<file path="config.mk">
export PLATFORM = sky130hd
export DESIGN_NAME = aes_xact_sequencer_flat
export DESIGN_NICKNAME = d
export VERILOG_FILES = /design/src/rtl/aes_xact_sequencer_if.sv /design/src/rtl/aes_xact_sequencer.sv /design/src/flat_wrapper.sv
export SDC_FILE = /design/constraint.sdc
export NUM_CORES = 2
export LEC_CHECK = 0
export ABC_AREA = 1
export ABC_CLOCK_PERIOD_IN_PS = 25100
export BUFFER_PORTS_ARGS = -buffer_cell sky130_fd_sc_hd__buf_2
export CORE_MARGIN = 1
export CORE_UTILIZATION = 60
export DETAILED_ROUTE_END_ITERATION = 8
export GPL_ROUTABILITY_DRIVEN = 0
export HOLD_SLACK_MARGIN = 0.05
export PLACE_DENSITY_LB_ADDON = 0.15
export SLEW_MARGIN = 40
export SYNTH_ARGS = -nofsm -noshare
export SYNTH_HDL_FRONTEND = slang
export SYNTH_SLANG_ARGS = --single-unit
</file>
<file path="constraint.sdc">
create_clock -name clk -period 25.1 [get_ports clk]
set_clock_uncertainty 0.05 [all_clocks]
set_input_delay 0 -clock clk [delete_from_list [all_inputs] [get_ports clk]]
set_output_delay 0 -clock clk [all_outputs]
set_load 0.005 [all_outputs]
</file>
<file path="src/rtl/aes_xact_sequencer_if.sv">
// Host stream, response stream, key-expander and cipher bus of the AES transactor.
// slave is the sequencer's view; master is the host / AES-core side.
interface aes_xact_sequencer_if #(
  parameter int DATA_W = 128,
  parameter int KEY_W  = 256,
  parameter int TAG_W  = 4
);
  logic              cmd_valid;
  logic              cmd_ready;
  logic [1:0]        cmd_op;
  logic [1:0]        cmd_key_mode;
  logic [KEY_W-1:0]  cmd_data;
  logic [TAG_W-1:0]  cmd_tag;

  logic              rsp_valid;
  logic              rsp_ready;
  logic [DATA_W-1:0] rsp_data;
  logic [TAG_W-1:0]  rsp_tag;
  logic [1:0]        rsp_status;

  logic [KEY_W-1:0]  key_i_key;
  logic [1:0]        key_i_key_mode;
  logic              key_i_start;
  logic              key_o_key_ready;

  logic [DATA_W-1:0] cph_i_data;
  logic              cph_i_data_valid;
  logic              cph_i_ende;
  logic              cph_i_enable;
  logic              cph_o_ready;
  logic [DATA_W-1:0] cph_o_data;
  logic              cph_o_data_valid;

  logic              busy;
  logic              key_loaded;

  modport slave (
    input  cmd_valid, cmd_op, cmd_key_mode, cmd_data, cmd_tag,
    output cmd_ready,
    output rsp_valid, rsp_data, rsp_tag, rsp_status,
    input  rsp_ready,
    output key_i_key, key_i_key_mode, key_i_start,
    input  key_o_key_ready,
    output cph_i_data, cph_i_data_valid, cph_i_ende, cph_i_enable,
    input  cph_o_ready, cph_o_data, cph_o_data_valid,
    output busy, key_loaded
  );

  modport master (
    output cmd_valid, cmd_op, cmd_key_mode, cmd_data, cmd_tag,
    input  cmd_ready,
    input  rsp_valid, rsp_data, rsp_tag, rsp_status,
    output rsp_ready,
    input  key_i_key, key_i_key_mode, key_i_start,
    output key_o_key_ready,
    input  cph_i_data, cph_i_data_valid, cph_i_ende, cph_i_enable,
    output cph_o_ready, cph_o_data, cph_o_data_valid,
    input  busy, key_loaded
  );
endinterface

</file>
<file path="src/rtl/aes_xact_sequencer.sv">
// Hardware AES transactor: queues tagged key/encrypt/decrypt commands, drives
// the key-expansion and cipher handshakes, and returns one response per command.
//
// state        | meaning
// IDLE         | wait for a queued command and a free response slot
// DECODE       | route the working command
// KEY_START    | one-cycle key_i_start pulse
// KEY_WAIT     | wait for key_o_key_ready (ignored in the first cycle)
// CPH_WAIT_RDY | wait for cph_o_ready
// CPH_ISSUE    | one-cycle cph_i_data_valid strobe
// CPH_WAIT     | wait for cph_o_data_valid (ignored in the first cycle)
// RESP         | push the response, back to IDLE
module aes_xact_sequencer #(
  parameter int DATA_W    = 128,
  parameter int KEY_W     = 256,
  parameter int CMD_DEPTH = 4,
  parameter int RSP_DEPTH = 4,
  parameter int TAG_W     = 4,
  parameter int TIMEOUT   = 1024
) (
  input  logic                 clk,
  input  logic                 reset,
  aes_xact_sequencer_if.slave  bus
);

  localparam int CAW = $clog2(CMD_DEPTH);
  localparam int RAW = $clog2(RSP_DEPTH);
  localparam int CEW = 4 + KEY_W + TAG_W;
  localparam int REW = DATA_W + TAG_W + 2;
  localparam int TW  = $clog2(TIMEOUT + 1);

  localparam logic [1:0] OP_KEY = 2'b00;
  localparam logic [1:0] OP_DEC = 2'b10;
  localparam logic [1:0] OP_RSV = 2'b11;
  localparam logic [1:0] MODE_BAD = 2'b11;

  localparam logic [1:0] ST_OK      = 2'b00;
  localparam logic [1:0] ST_TIMEOUT = 2'b01;
  localparam logic [1:0] ST_NO_KEY  = 2'b10;
  localparam logic [1:0] ST_BAD_CMD = 2'b11;

  localparam logic [TW-1:0] TMO_LAST = TW'(TIMEOUT - 1);

  typedef enum logic [2:0] {
    S_IDLE,
    S_DECODE,
    S_KEY_START,
    S_KEY_WAIT,
    S_CPH_WAIT_RDY,
    S_CPH_ISSUE,
    S_CPH_WAIT,
    S_RESP
  } state_t;

  state_t state;

  // command FIFO
  logic [CEW-1:0] cmd_mem [CMD_DEPTH];
  logic [CAW-1:0] cmd_wr_ptr, cmd_rd_ptr;
  logic [CAW:0]   cmd_count;
  logic           cmd_empty, cmd_full, cmd_push, cmd_pop;

  // response FIFO
  logic [REW-1:0] rsp_mem [RSP_DEPTH];
  logic [RAW-1:0] rsp_wr_ptr, rsp_rd_ptr;
  logic [RAW:0]   rsp_count;
  logic           rsp_empty, rsp_full, rsp_push, rsp_pop;

  // working command and result
  logic [1:0]        w_op, w_mode;
  logic [KEY_W-1:0]  w_data;
  logic [TAG_W-1:0]  w_tag;
  logic [DATA_W-1:0] res_data;
  logic [1:0]        res_status;
  logic [TW-1:0]     tmo_cnt;

  assign cmd_empty = (cmd_count == '0);
  assign cmd_full  = (cmd_count == (CAW+1)'(CMD_DEPTH));
  assign rsp_empty = (rsp_count == '0);
  assign rsp_full  = (rsp_count == (RAW+1)'(RSP_DEPTH));

  assign cmd_push = bus.cmd_valid && !cmd_full;
  // Dispatch only with a free response slot, so RESP can always push.
  assign cmd_pop  = (state == S_IDLE) && !cmd_empty && !rsp_full;
  assign rsp_push = (state == S_RESP);
  assign rsp_pop  = !rsp_empty && bus.rsp_ready;

  assign bus.cmd_ready  = !cmd_full;
  assign bus.rsp_valid  = !rsp_empty;
  assign bus.rsp_data   = rsp_empty ? '0 : rsp_mem[rsp_rd_ptr][REW-1 -: DATA_W];
  assign bus.rsp_tag    = rsp_empty ? '0 : rsp_mem[rsp_rd_ptr][TAG_W+1:2];
  assign bus.rsp_status = rsp_empty ? '0 : rsp_mem[rsp_rd_ptr][1:0];
  assign bus.busy       = (state != S_IDLE) || !cmd_empty;

  always_ff @(posedge clk) begin
    if (cmd_push) cmd_mem[cmd_wr_ptr] <= {bus.cmd_op, bus.cmd_key_mode, bus.cmd_data, bus.cmd_tag};
    if (rsp_push) rsp_mem[rsp_wr_ptr] <= {res_data, w_tag, res_status};
  end

  always_ff @(posedge clk) begin
    if (reset) begin
      cmd_wr_ptr <= '0;
      cmd_rd_ptr <= '0;
      cmd_count  <= '0;
      rsp_wr_ptr <= '0;
      rsp_rd_ptr <= '0;
      rsp_count  <= '0;
    end else begin
      if (cmd_push) cmd_wr_ptr <= cmd_wr_ptr + 1'b1;
      if (cmd_pop)  cmd_rd_ptr <= cmd_rd_ptr + 1'b1;
      case ({cmd_push, cmd_pop})
        2'b10:   cmd_count <= cmd_count + 1'b1;
        2'b01:   cmd_count <= cmd_count - 1'b1;
        default: cmd_count <= cmd_count;
      endcase
      if (rsp_push) rsp_wr_ptr <= rsp_wr_ptr + 1'b1;
      if (rsp_pop)  rsp_rd_ptr <= rsp_rd_ptr + 1'b1;
      case ({rsp_push, rsp_pop})
        2'b10:   rsp_count <= rsp_count + 1'b1;
        2'b01:   rsp_count <= rsp_count - 1'b1;
        default: rsp_count <= rsp_count;
      endcase
    end
  end

  always_ff @(posedge clk) begin
    if (reset) begin
      state                <= S_IDLE;
      w_op                 <= '0;
      w_mode               <= '0;
      w_data               <= '0;
      w_tag                <= '0;
      res_data             <= '0;
      res_status           <= ST_OK;
      tmo_cnt              <= '0;
      bus.key_i_key        <= '0;
      bus.key_i_key_mode   <= '0;
      bus.key_i_start      <= 1'b0;
      bus.cph_i_data       <= '0;
      bus.cph_i_data_valid <= 1'b0;
      bus.cph_i_ende       <= 1'b0;
      bus.cph_i_enable     <= 1'b0;
      bus.key_loaded       <= 1'b0;
    end else begin
      case (state)
        S_IDLE: begin
          if (cmd_pop) begin
            {w_op, w_mode, w_data, w_tag} <= cmd_mem[cmd_rd_ptr];
            state <= S_DECODE;
          end
        end

        S_DECODE: begin
          res_data <= '0;
          if (w_op == OP_RSV || (w_op == OP_KEY && w_mode == MODE_BAD)) begin
            res_status <= ST_BAD_CMD;
            state      <= S_RESP;
          end else if (w_op == OP_KEY) begin
            bus.key_i_key      <= w_data;
            bus.key_i_key_mode <= w_mode;
            bus.key_i_start    <= 1'b1;
            bus.key_loaded     <= 1'b0;
            state              <= S_KEY_START;
          end else if (!bus.key_loaded) begin
            res_status <= ST_NO_KEY;
            state      <= S_RESP;
          end else if (bus.cph_o_ready) begin
            // Ready already high: skip the wait state to issue in the next cycle.
            bus.cph_i_data       <= w_data[DATA_W-1:0];
            bus.cph_i_data_valid <= 1'b1;
            bus.cph_i_ende       <= (w_op == OP_DEC);
            bus.cph_i_enable     <= 1'b1;
            state                <= S_CPH_ISSUE;
          end else begin
            tmo_cnt <= '0;
            state   <= S_CPH_WAIT_RDY;
          end
        end

        S_KEY_START: begin
          bus.key_i_start <= 1'b0;
          tmo_cnt         <= '0;
          state           <= S_KEY_WAIT;
        end

        S_KEY_WAIT: begin
          tmo_cnt <= tmo_cnt + 1'b1;
          if (tmo_cnt != '0 && bus.key_o_key_ready) begin
            bus.key_loaded <= 1'b1;
            res_status     <= ST_OK;
            state          <= S_RESP;
          end else if (tmo_cnt == TMO_LAST) begin
            res_status <= ST_TIMEOUT;
            state      <= S_RESP;
          end
        end

        S_CPH_WAIT_RDY: begin
          tmo_cnt <= tmo_cnt + 1'b1;
          if (bus.cph_o_ready) begin
            bus.cph_i_data       <= w_data[DATA_W-1:0];
            bus.cph_i_data_valid <= 1'b1;
            bus.cph_i_ende       <= (w_op == OP_DEC);
            bus.cph_i_enable     <= 1'b1;
            state                <= S_CPH_ISSUE;
          end else if (tmo_cnt == TMO_LAST) begin
            res_status <= ST_TIMEOUT;
            state      <= S_RESP;
          end
        end

        S_CPH_ISSUE: begin
          bus.cph_i_data_valid <= 1'b0;
          tmo_cnt              <= '0;
          state                <= S_CPH_WAIT;
        end

        S_CPH_WAIT: begin
          tmo_cnt <= tmo_cnt + 1'b1;
          if (tmo_cnt != '0 && bus.cph_o_data_valid) begin
            res_data         <= bus.cph_o_data;
            res_status       <= ST_OK;
            bus.cph_i_enable <= 1'b0;
            state            <= S_RESP;
          end else if (tmo_cnt == TMO_LAST) begin
            res_data         <= '0;
            res_status       <= ST_TIMEOUT;
            bus.cph_i_enable <= 1'b0;
            state            <= S_RESP;
          end
        end

        S_RESP: state <= S_IDLE;

        default: state <= S_IDLE;
      endcase
    end
  end

endmodule

</file>
<file path="src/flat_wrapper.sv">
// flat-port wrapper written by rule: the top's interface ports become plain ports
module aes_xact_sequencer_flat 
#(
  parameter int DATA_W    = 128,
  parameter int KEY_W     = 256,
  parameter int CMD_DEPTH = 4,
  parameter int RSP_DEPTH = 4,
  parameter int TAG_W     = 4,
  parameter int TIMEOUT   = 1024
)
  (clk, reset, bus_cmd_valid, bus_cmd_op, bus_cmd_key_mode, bus_cmd_data, bus_cmd_tag, bus_cmd_ready, bus_rsp_valid, bus_rsp_data, bus_rsp_tag, bus_rsp_status, bus_rsp_ready, bus_key_i_key, bus_key_i_key_mode, bus_key_i_start, bus_key_o_key_ready, bus_cph_i_data, bus_cph_i_data_valid, bus_cph_i_ende, bus_cph_i_enable, bus_cph_o_ready, bus_cph_o_data, bus_cph_o_data_valid, bus_busy, bus_key_loaded);
  aes_xact_sequencer_if #(.DATA_W(DATA_W), .KEY_W(KEY_W), .TAG_W(TAG_W)) bus_i ();
  input  logic clk;
  input  logic reset;
  input wire logic [$bits(bus_i.cmd_valid)-1:0] bus_cmd_valid;
  input wire logic [$bits(bus_i.cmd_op)-1:0] bus_cmd_op;
  input wire logic [$bits(bus_i.cmd_key_mode)-1:0] bus_cmd_key_mode;
  input wire logic [$bits(bus_i.cmd_data)-1:0] bus_cmd_data;
  input wire logic [$bits(bus_i.cmd_tag)-1:0] bus_cmd_tag;
  output wire logic [$bits(bus_i.cmd_ready)-1:0] bus_cmd_ready;
  output wire logic [$bits(bus_i.rsp_valid)-1:0] bus_rsp_valid;
  output wire logic [$bits(bus_i.rsp_data)-1:0] bus_rsp_data;
  output wire logic [$bits(bus_i.rsp_tag)-1:0] bus_rsp_tag;
  output wire logic [$bits(bus_i.rsp_status)-1:0] bus_rsp_status;
  input wire logic [$bits(bus_i.rsp_ready)-1:0] bus_rsp_ready;
  output wire logic [$bits(bus_i.key_i_key)-1:0] bus_key_i_key;
  output wire logic [$bits(bus_i.key_i_key_mode)-1:0] bus_key_i_key_mode;
  output wire logic [$bits(bus_i.key_i_start)-1:0] bus_key_i_start;
  input wire logic [$bits(bus_i.key_o_key_ready)-1:0] bus_key_o_key_ready;
  output wire logic [$bits(bus_i.cph_i_data)-1:0] bus_cph_i_data;
  output wire logic [$bits(bus_i.cph_i_data_valid)-1:0] bus_cph_i_data_valid;
  output wire logic [$bits(bus_i.cph_i_ende)-1:0] bus_cph_i_ende;
  output wire logic [$bits(bus_i.cph_i_enable)-1:0] bus_cph_i_enable;
  input wire logic [$bits(bus_i.cph_o_ready)-1:0] bus_cph_o_ready;
  input wire logic [$bits(bus_i.cph_o_data)-1:0] bus_cph_o_data;
  input wire logic [$bits(bus_i.cph_o_data_valid)-1:0] bus_cph_o_data_valid;
  output wire logic [$bits(bus_i.busy)-1:0] bus_busy;
  output wire logic [$bits(bus_i.key_loaded)-1:0] bus_key_loaded;
  assign bus_i.cmd_valid = bus_cmd_valid;
  assign bus_i.cmd_op = bus_cmd_op;
  assign bus_i.cmd_key_mode = bus_cmd_key_mode;
  assign bus_i.cmd_data = bus_cmd_data;
  assign bus_i.cmd_tag = bus_cmd_tag;
  assign bus_cmd_ready = bus_i.cmd_ready;
  assign bus_rsp_valid = bus_i.rsp_valid;
  assign bus_rsp_data = bus_i.rsp_data;
  assign bus_rsp_tag = bus_i.rsp_tag;
  assign bus_rsp_status = bus_i.rsp_status;
  assign bus_i.rsp_ready = bus_rsp_ready;
  assign bus_key_i_key = bus_i.key_i_key;
  assign bus_key_i_key_mode = bus_i.key_i_key_mode;
  assign bus_key_i_start = bus_i.key_i_start;
  assign bus_i.key_o_key_ready = bus_key_o_key_ready;
  assign bus_cph_i_data = bus_i.cph_i_data;
  assign bus_cph_i_data_valid = bus_i.cph_i_data_valid;
  assign bus_cph_i_ende = bus_i.cph_i_ende;
  assign bus_cph_i_enable = bus_i.cph_i_enable;
  assign bus_i.cph_o_ready = bus_cph_o_ready;
  assign bus_i.cph_o_data = bus_cph_o_data;
  assign bus_i.cph_o_data_valid = bus_cph_o_data_valid;
  assign bus_busy = bus_i.busy;
  assign bus_key_loaded = bus_i.key_loaded;
  aes_xact_sequencer #(.DATA_W(DATA_W), .KEY_W(KEY_W), .CMD_DEPTH(CMD_DEPTH), .RSP_DEPTH(RSP_DEPTH), .TAG_W(TAG_W), .TIMEOUT(TIMEOUT)) u_core (.clk(clk), .reset(reset), .bus(bus_i));
endmodule
</file>
; ---- After elaboration in Yosys (flattened, before gate mapping)
; Memories as Yosys holds them, arrays and structs flattened. A register that Yosys moved wholly into a read port is not among the register bits.
; Index checks and enable logic that the tools add are counted.
[totals]
regBits = 549
ramBits = 1592
inputBits = 399
output_inout_bits = 528
elab_cells = 165
memories = 2
[mem_list]
columns = name, words, word_bits, rd, rd_clocked_by_memory_dff, wr, line_no
row1 = u_core.cmd_mem, 4, 264, 1, 1, 1, aes_xact_sequencer.sv:58  ; logic [CEW-1:0] cmd_mem [CMD_DEPTH];
row2 = u_core.rsp_mem, 4, 134, 1, 1, 1, aes_xact_sequencer.sv:64  ; logic [REW-1:0] rsp_mem [RSP_DEPTH];
[classes]
n_addsub = 9
n_eq_ne = 28
n_mux = 66
n_bitwise = 1
reduce_logical = 41
[op_table]
columns = op, count
row1 = two-way mux 128 bit, 7
row2 = one-hot mux 128 bit (2 select lines), 2
row3 = two-way mux 11 bit, 4
row4 = one-hot mux 11 bit (3 select lines), 1
row5 = two-way mux 1 bit, 24
row6 = two-way mux 3 bit, 8
row7 = one-hot mux 3 bit (8 select lines), 1
row8 = two-way mux 2 bit, 10
row9 = equality test 3 bit (second input constant), 6
row10 = AND reduction 4 bit, 4
row11 = one-hot mux 3 bit (2 select lines), 2
row12 = nonzero test 2 bit, 6
row13 = nonzero test 3 bit, 4
row14 = adder 11 x 1 -> 11 bit (second input constant), 1
row15 = equality test 11 x 10 -> 1 bit (second input constant), 1
row16 = nonzero test 11 bit, 1
row17 = equality test 2 bit (second input constant), 5
row18 = AND reduction 5 bit, 2
row19 = zero test 3 bit, 3
row20 = adder 2 x 1 -> 2 bit (second input constant), 4
row21 = inequality test 2 x 1 -> 1 bit (second input constant), 4
row22 = inequality test 2 bit (second input constant), 4
row23 = one-hot mux 2 bit (4 select lines), 1
row24 = logical AND 1 bit, 7
row25 = 19 further kinds, 33

; ---- Depth between registers and ports, before layout
[depth]
depth_word = 6
depth_mapped = 13
mapped_depth_nobuf = 11

; ---- Least setup slack after synthesis
; OpenSTA, ideal clock, no wires.
[synth_timing]
path_type = flip-flop to flip-flop
start = reg u_core.cmd_count[1]
end = mem u_core.cmd_mem[0][0] (netlist bit) (enable)
setup_ps = 895
arrival_ps = 11629
required_ps = 24155
setup_slack_ps = 12525
path_stages_with_launch = 5
n_path_buf = 0
period_less_slack_ps = 12575
path_cell_list = dfxtp_1 inv_1 nand3_1 nand2_1 nor2_1
[synth_via]
elab_chain_len = 5
[synth_lines]
columns = element, line_no
row1 = start: declaration, aes_xact_sequencer.sv:60  ; logic [CAW:0] cmd_count;
row2 = start signal: assignment, aes_xact_sequencer.sv:112  ; 2'b10: cmd_count <= cmd_count + 1'b1;
row3 = start signal: assignment, aes_xact_sequencer.sv:113  ; 2'b01: cmd_count <= cmd_count - 1'b1;
row4 = start signal: assignment, aes_xact_sequencer.sv:114  ; default: cmd_count <= cmd_count;
row5 = equality test 3 bit, aes_xact_sequencer.sv:78  ; assign cmd_full = (cmd_count == (CAW+1)'(CMD_DEPTH));
row6 = zero test 1 bit, n/a
row7 = via bus_cmd_ready, flat_wrapper.sv:20  ; output wire logic [$bits(bus_i.cmd_ready)-1:0] bus_cmd_ready;
row8 = logical AND 1 bit, aes_xact_sequencer.sv:82  ; assign cmd_push = bus.cmd_valid && !cmd_full;
row9 = two-way mux 1 bit, aes_xact_sequencer.sv:96  ; if (cmd_push) cmd_mem[cmd_wr_ptr] <= {bus.cmd_op, bus.cmd_key_mode, bus.cmd_data, bus.cmd_tag};
row10 = two-way mux 1 bit (implied by the code), aes_xact_sequencer.sv:96
row11 = end: declaration, aes_xact_sequencer.sv:58
; The timed path passes the listed nets, and every way through them passes these cells.

; ---- Worst setup path after layout
[layout_timing]
start = reg u_core.state[0]
end = reg u_core.w_data[164]
[layout_via]
elab_chain_len = 4
[layout_lines]
columns = element, line_no
row1 = start: declaration, aes_xact_sequencer.sv:55  ; state_t state;
row2 = start signal: assignment, aes_xact_sequencer.sv:128  ; state <= S_IDLE;
row3 = start signal: assignment, aes_xact_sequencer.sv:149  ; state <= S_DECODE;
row4 = start signal: assignment, aes_xact_sequencer.sv:157  ; state <= S_RESP;
row5 = zero test 3 bit *, "aes_xact_sequencer.sv:84, aes_xact_sequencer.sv:145"
row6 = logical AND 1 bit (2 in a row), aes_xact_sequencer.sv:84  ; assign cmd_pop = (state == S_IDLE) && !cmd_empty && !rsp_full;
row7 = AND reduction 2 bit (no line) *, n/a
row8 = end signal: assignment, aes_xact_sequencer.sv:148  ; {w_op, w_mode, w_data, w_tag} <= cmd_mem[cmd_rd_ptr];
row9 = end: declaration, aes_xact_sequencer.sv:71  ; logic [KEY_W-1:0] w_data;
; Every way passes the cells marked *; elsewhere a longest branch is shown, timed or not.
; A chain may end at the register's enable or synchronous reset.

==> results by group <==
Timing
  – Slew @ Worst Pin: between 1 and 1.5 ns
  – Final period utilization: about 17%
  – Final setup fails: 0
  – Worst slew margin: between 30% and 40%
  – RSZ-0062 raised after global routing: no
  – Max frequency: ~230 MHz
  – Final hold vios: 0
  – Crit path time final: 4.32 ns
  – Final slew viol count: 0
  – TNS Setup: 0 ns

Die
  – Die X: between 300 and 400 um
  – Die Y: 386 um
  – DIE AREA: approximately 150000 um^2
  – Standard-cell rows: between 100 and 150
  – Core Box Area: approximately 150000 um^2
  – IO Count: 927
  – Initial Util: between 60% and 70%

Setup path
  – Top delay family on crit path: buffers and inverters
  – Slowest stage delay, CP: between 0.7 and 0.8 ns
  – Slowest CP cell: buf_4
  – Cell chain of the critical path: nor2_4, nand2_1, nor3_4, buf_4, buf_6, buf_6, buf_4, o21ai_0, a31oi_1
  – Crit-path max FO: a little under 100
  – Crit path kind: reg -> reg
  – CP Capture Type: flop
  – FF-to-FF Start: u_core.state[0]$_SDFFE_PP0P_
  – WP buf/inv: 4
  – Reg2reg path depth: 9
  – CP Data Required Time: 25.81 ns
  – Critical Path AT: 5.03 ns
  – Critical path launch point type: flop
  – Stages on worst setup path: 9
  – Flop2flop setup slack: between 20 and 25 ns
  – R2r endpoint: u_core.w_data[164]$_SDFFE_PP0P_

Synthesis
  – Post-synth ARST share: 0%
  – Area of the mapped netlist: between 80000 and 90000 um^2
  – Post-Syn Nets: ~8200
  – Syn Area/Cell: approximately 11 um^2
  – Synth warn: 0
  – Post-Syn Instances: about 8000
  – Post-synthesis sequential area ratio: between 70% and 80%
  – Number of synthesized flops with an enable pin: roughly 1600
  – Yosys reg bits: roughly 2400
  – Primary FF master, synth: edfxtp_1
  – Post-synth cell types: 35

Clock network
  – CTS Buf Count: between 200 and 250
  – Root Buffer: clkbuf_16
  – Latest clock arrival within the worst-skew pair: about 0.86 ns
  – Longest Clk Path Bufs: 3
  – Clock sink count: between 2000 and 2500
  – Post-cts resize count: 0
  – CTS H-Tree Depth: 4
  – CTS tree: yes
  – Clock slew at reported path FFs: 0.06 ns

Global route
  – Vias in the first global route: 62200
  – Largest net degree at the start of global routing: 158
  – Overall routing resource usage: 32.1%
  – Overflow after GRT: 0
  – Initial antenna violation count: 64
  – First-pass GRT wire length: approximately 370000 um

Hold path
  – HP Start: bus_cph_o_data[45]
  – Worst Hold Path Cells: 4
  – Worst Hold Endpoint: u_core.res_data[45]$_SDFFE_PP0P_
  – Min-Delay Path Class: in -> reg

Routing
  – DRT Pass-1 Iters: 6
  – DR DRC count: 0
  – Routed Antenna Nets: 0
  – WL/cell: 21.4 um
  – Detailed router's first-iteration violation count: between 6000 and 7000
  – Via count: approximately 66000
  – DRT Wirelength: about 250000 um
  – Via density: around 5.7

Pwr
  – Worst VDD drop: 89.0 uV
  – PD cells: ~98 nW/um^2
  – Leak Pwr: ~42 nW

Placement
  – Detailed Place HPWL: roughly 140000 um
  – Placed insts: 10200
  – Port Buf Inserts: 926

Finish
  – Area Overhead vs Synth: 25.6%
  – Most common cell after layout, fill and taps aside: nor2_1
  – Most frequent cells in the layout: 2133 x nor2_1, 1592 x edfxtp_1, 1356 x o21ai_0
  – Fraction of layout cells with a size suffix above 1: between 10% and 20%
  – Number of filler cells placed in the layout: 8968
  – Final cell count without fillers: roughly 12000
  – Post-layout nets: 9826

Run
  – Max_cap viols: 0

Status
  – Status: complete, no violations
-- how the worst max path moves through the flow --
| stage | from | to | slack, ns |
|---|---|---|---|
| after CTS | reset | u_core.w_data[48]$_SDFFE_PP0P_ | 20.68 |
| final | u_core.state[0]$_SDFFE_PP0P_ | u_core.w_data[164]$_SDFFE_PP0P_ | 20.78 |
| after floorplan | u_core.cmd_count[1]$_SDFFE_PP0P_ | u_core.cmd_mem[0][0]$_DFFE_PP_ | 12.53 |
| after detailed placement | reset | u_core.w_data[41]$_SDFFE_PP0P_ | 20.38 |
| after global placement | reset | u_core.w_data[40]$_SDFFE_PP0P_ | 20.46 |
| after global routing | u_core.state[1]$_SDFFE_PP0P_ | u_core.w_data[164]$_SDFFE_PP0P_ | 20.49 |
-- sequential cells by signal, summed over array words and instances (netlist names), 3 cells and up, named ones only --
signal,flops
u_core.w_tag,4
u_core.bus.key_i_key,256
u_core.cmd_count,3
u_core.state,3
u_core.cmd_mem,1056
u_core.rsp_count,3
u_core.bus.cph_i_data,128
u_core.rsp_mem,536
u_core.w_data,256
u_core.res_data,128
u_core.tmo_cnt,11
-- power breakdown --
part	internal [mW]	total (mW)	switching, mW	leakage [nW]
Sequential	4.78	5.10	0.319	20.2
Combinational	0.714	2.22	1.50	17.5
Clock	2.04	3.51	1.47	3.80
Total	7.53	10.8	3.30	41.5
-- layer usage --
metal | up-vias | part of all wire, % | global-route usage, %
li1 | 30500 | - | -
met1 | 32100 | 38 | 40.5
met2 | 3073 | 49 | 53.4
met5 | - | 0.11 | 0
met4 | 42 | 4.1 | 13.9
met3 | 600 | 9.1 | 7.40
-- kinds of logic after synthesis --
| group | share of synthesized area [%] |
|---|---|
| adders and majority gates | 0.215 |
| DFF | 72.7 |
| AOI/OAI and AO/OA | 12.7 |
| and+or+nand+nor | 10.8 |
| buffers and inverters | 3.62 |
-- tightest hold or removal path, cell delays in order --
cell and delay (ns):
dlygate4sd3_1 0.54, buf_2 0.13, nand2_1 0.16, a21oi_1 0.12
-- per-stage QoR --
step / hold WS, ns / utilization, % / power (mW) / cell area [um^2] / worst slack (ns)
final: 0.123 / 76.1 / 10.8 / 111000 / 20.78
after global routing: 0.0817 / 76.0 / 11.3 / 111000 / 20.49
after CTS: 0.0545 / 75.8 / 10.8 / 111000 / 20.68
after detailed placement: 0.165 / 64.5 / 7.21 / 93900 / 20.38
after global placement: 0.161 / 64.2 / 7.12 / 93600 / 20.46
after floorplan: 0.0489 / - / 6.50 / 88300 / 12.53
-- timing repair --
action                     CTS  global route
hold buffers               883             0
buffers inserted             0             0
hold endpoints to repair  1222             0
-- cells in the mapped netlist (2+ instances only) --
cell	count	area share, %
a21oi_1	430	2.4
fa_1	2	0.045
inv_1	186	0.79
nor2_4	2	0.026
ha_1	12	0.17
a31oi_1	265	1.9
nor3_1	9	0.051
buf_2	139	0.79
buf_4	21	0.18
buf_6	24	0.31
inv_2	6	0.026
nand4_1	9	0.064
o21ai_1	112	0.64
o21ai_0	1356	7.7
nor2_1	2142	9.1
nand3_1	22	0.12
nor2_2	2	0.014
edfxtp_1	1592	54
buf_1	31	0.13
dfxtp_1	815	18
nand2_1	316	1.3
or2_2	4	0.028
clkbuf_1	326	1.4
nor3_2	2	0.023
-- area by class of cell --
class / count / area, um^2 / share of cell area, %
Antenna cell: 50 / 125 / 0.113
Clock buffer: 323 / 6690 / 6.03
Clock inverter: 103 / 1070 / 0.966
Inverter: 193 / 769 / 0.694
Multi-Input combinational cell: 4694 / 21000 / 19.0
Sequential cell: 2407 / 64100 / 57.8
Tap cell: 1917 / 2400 / 2.16
Timing Repair Buffer: 1892 / 14700 / 13.2
Power figures use the tool's default switching activity.
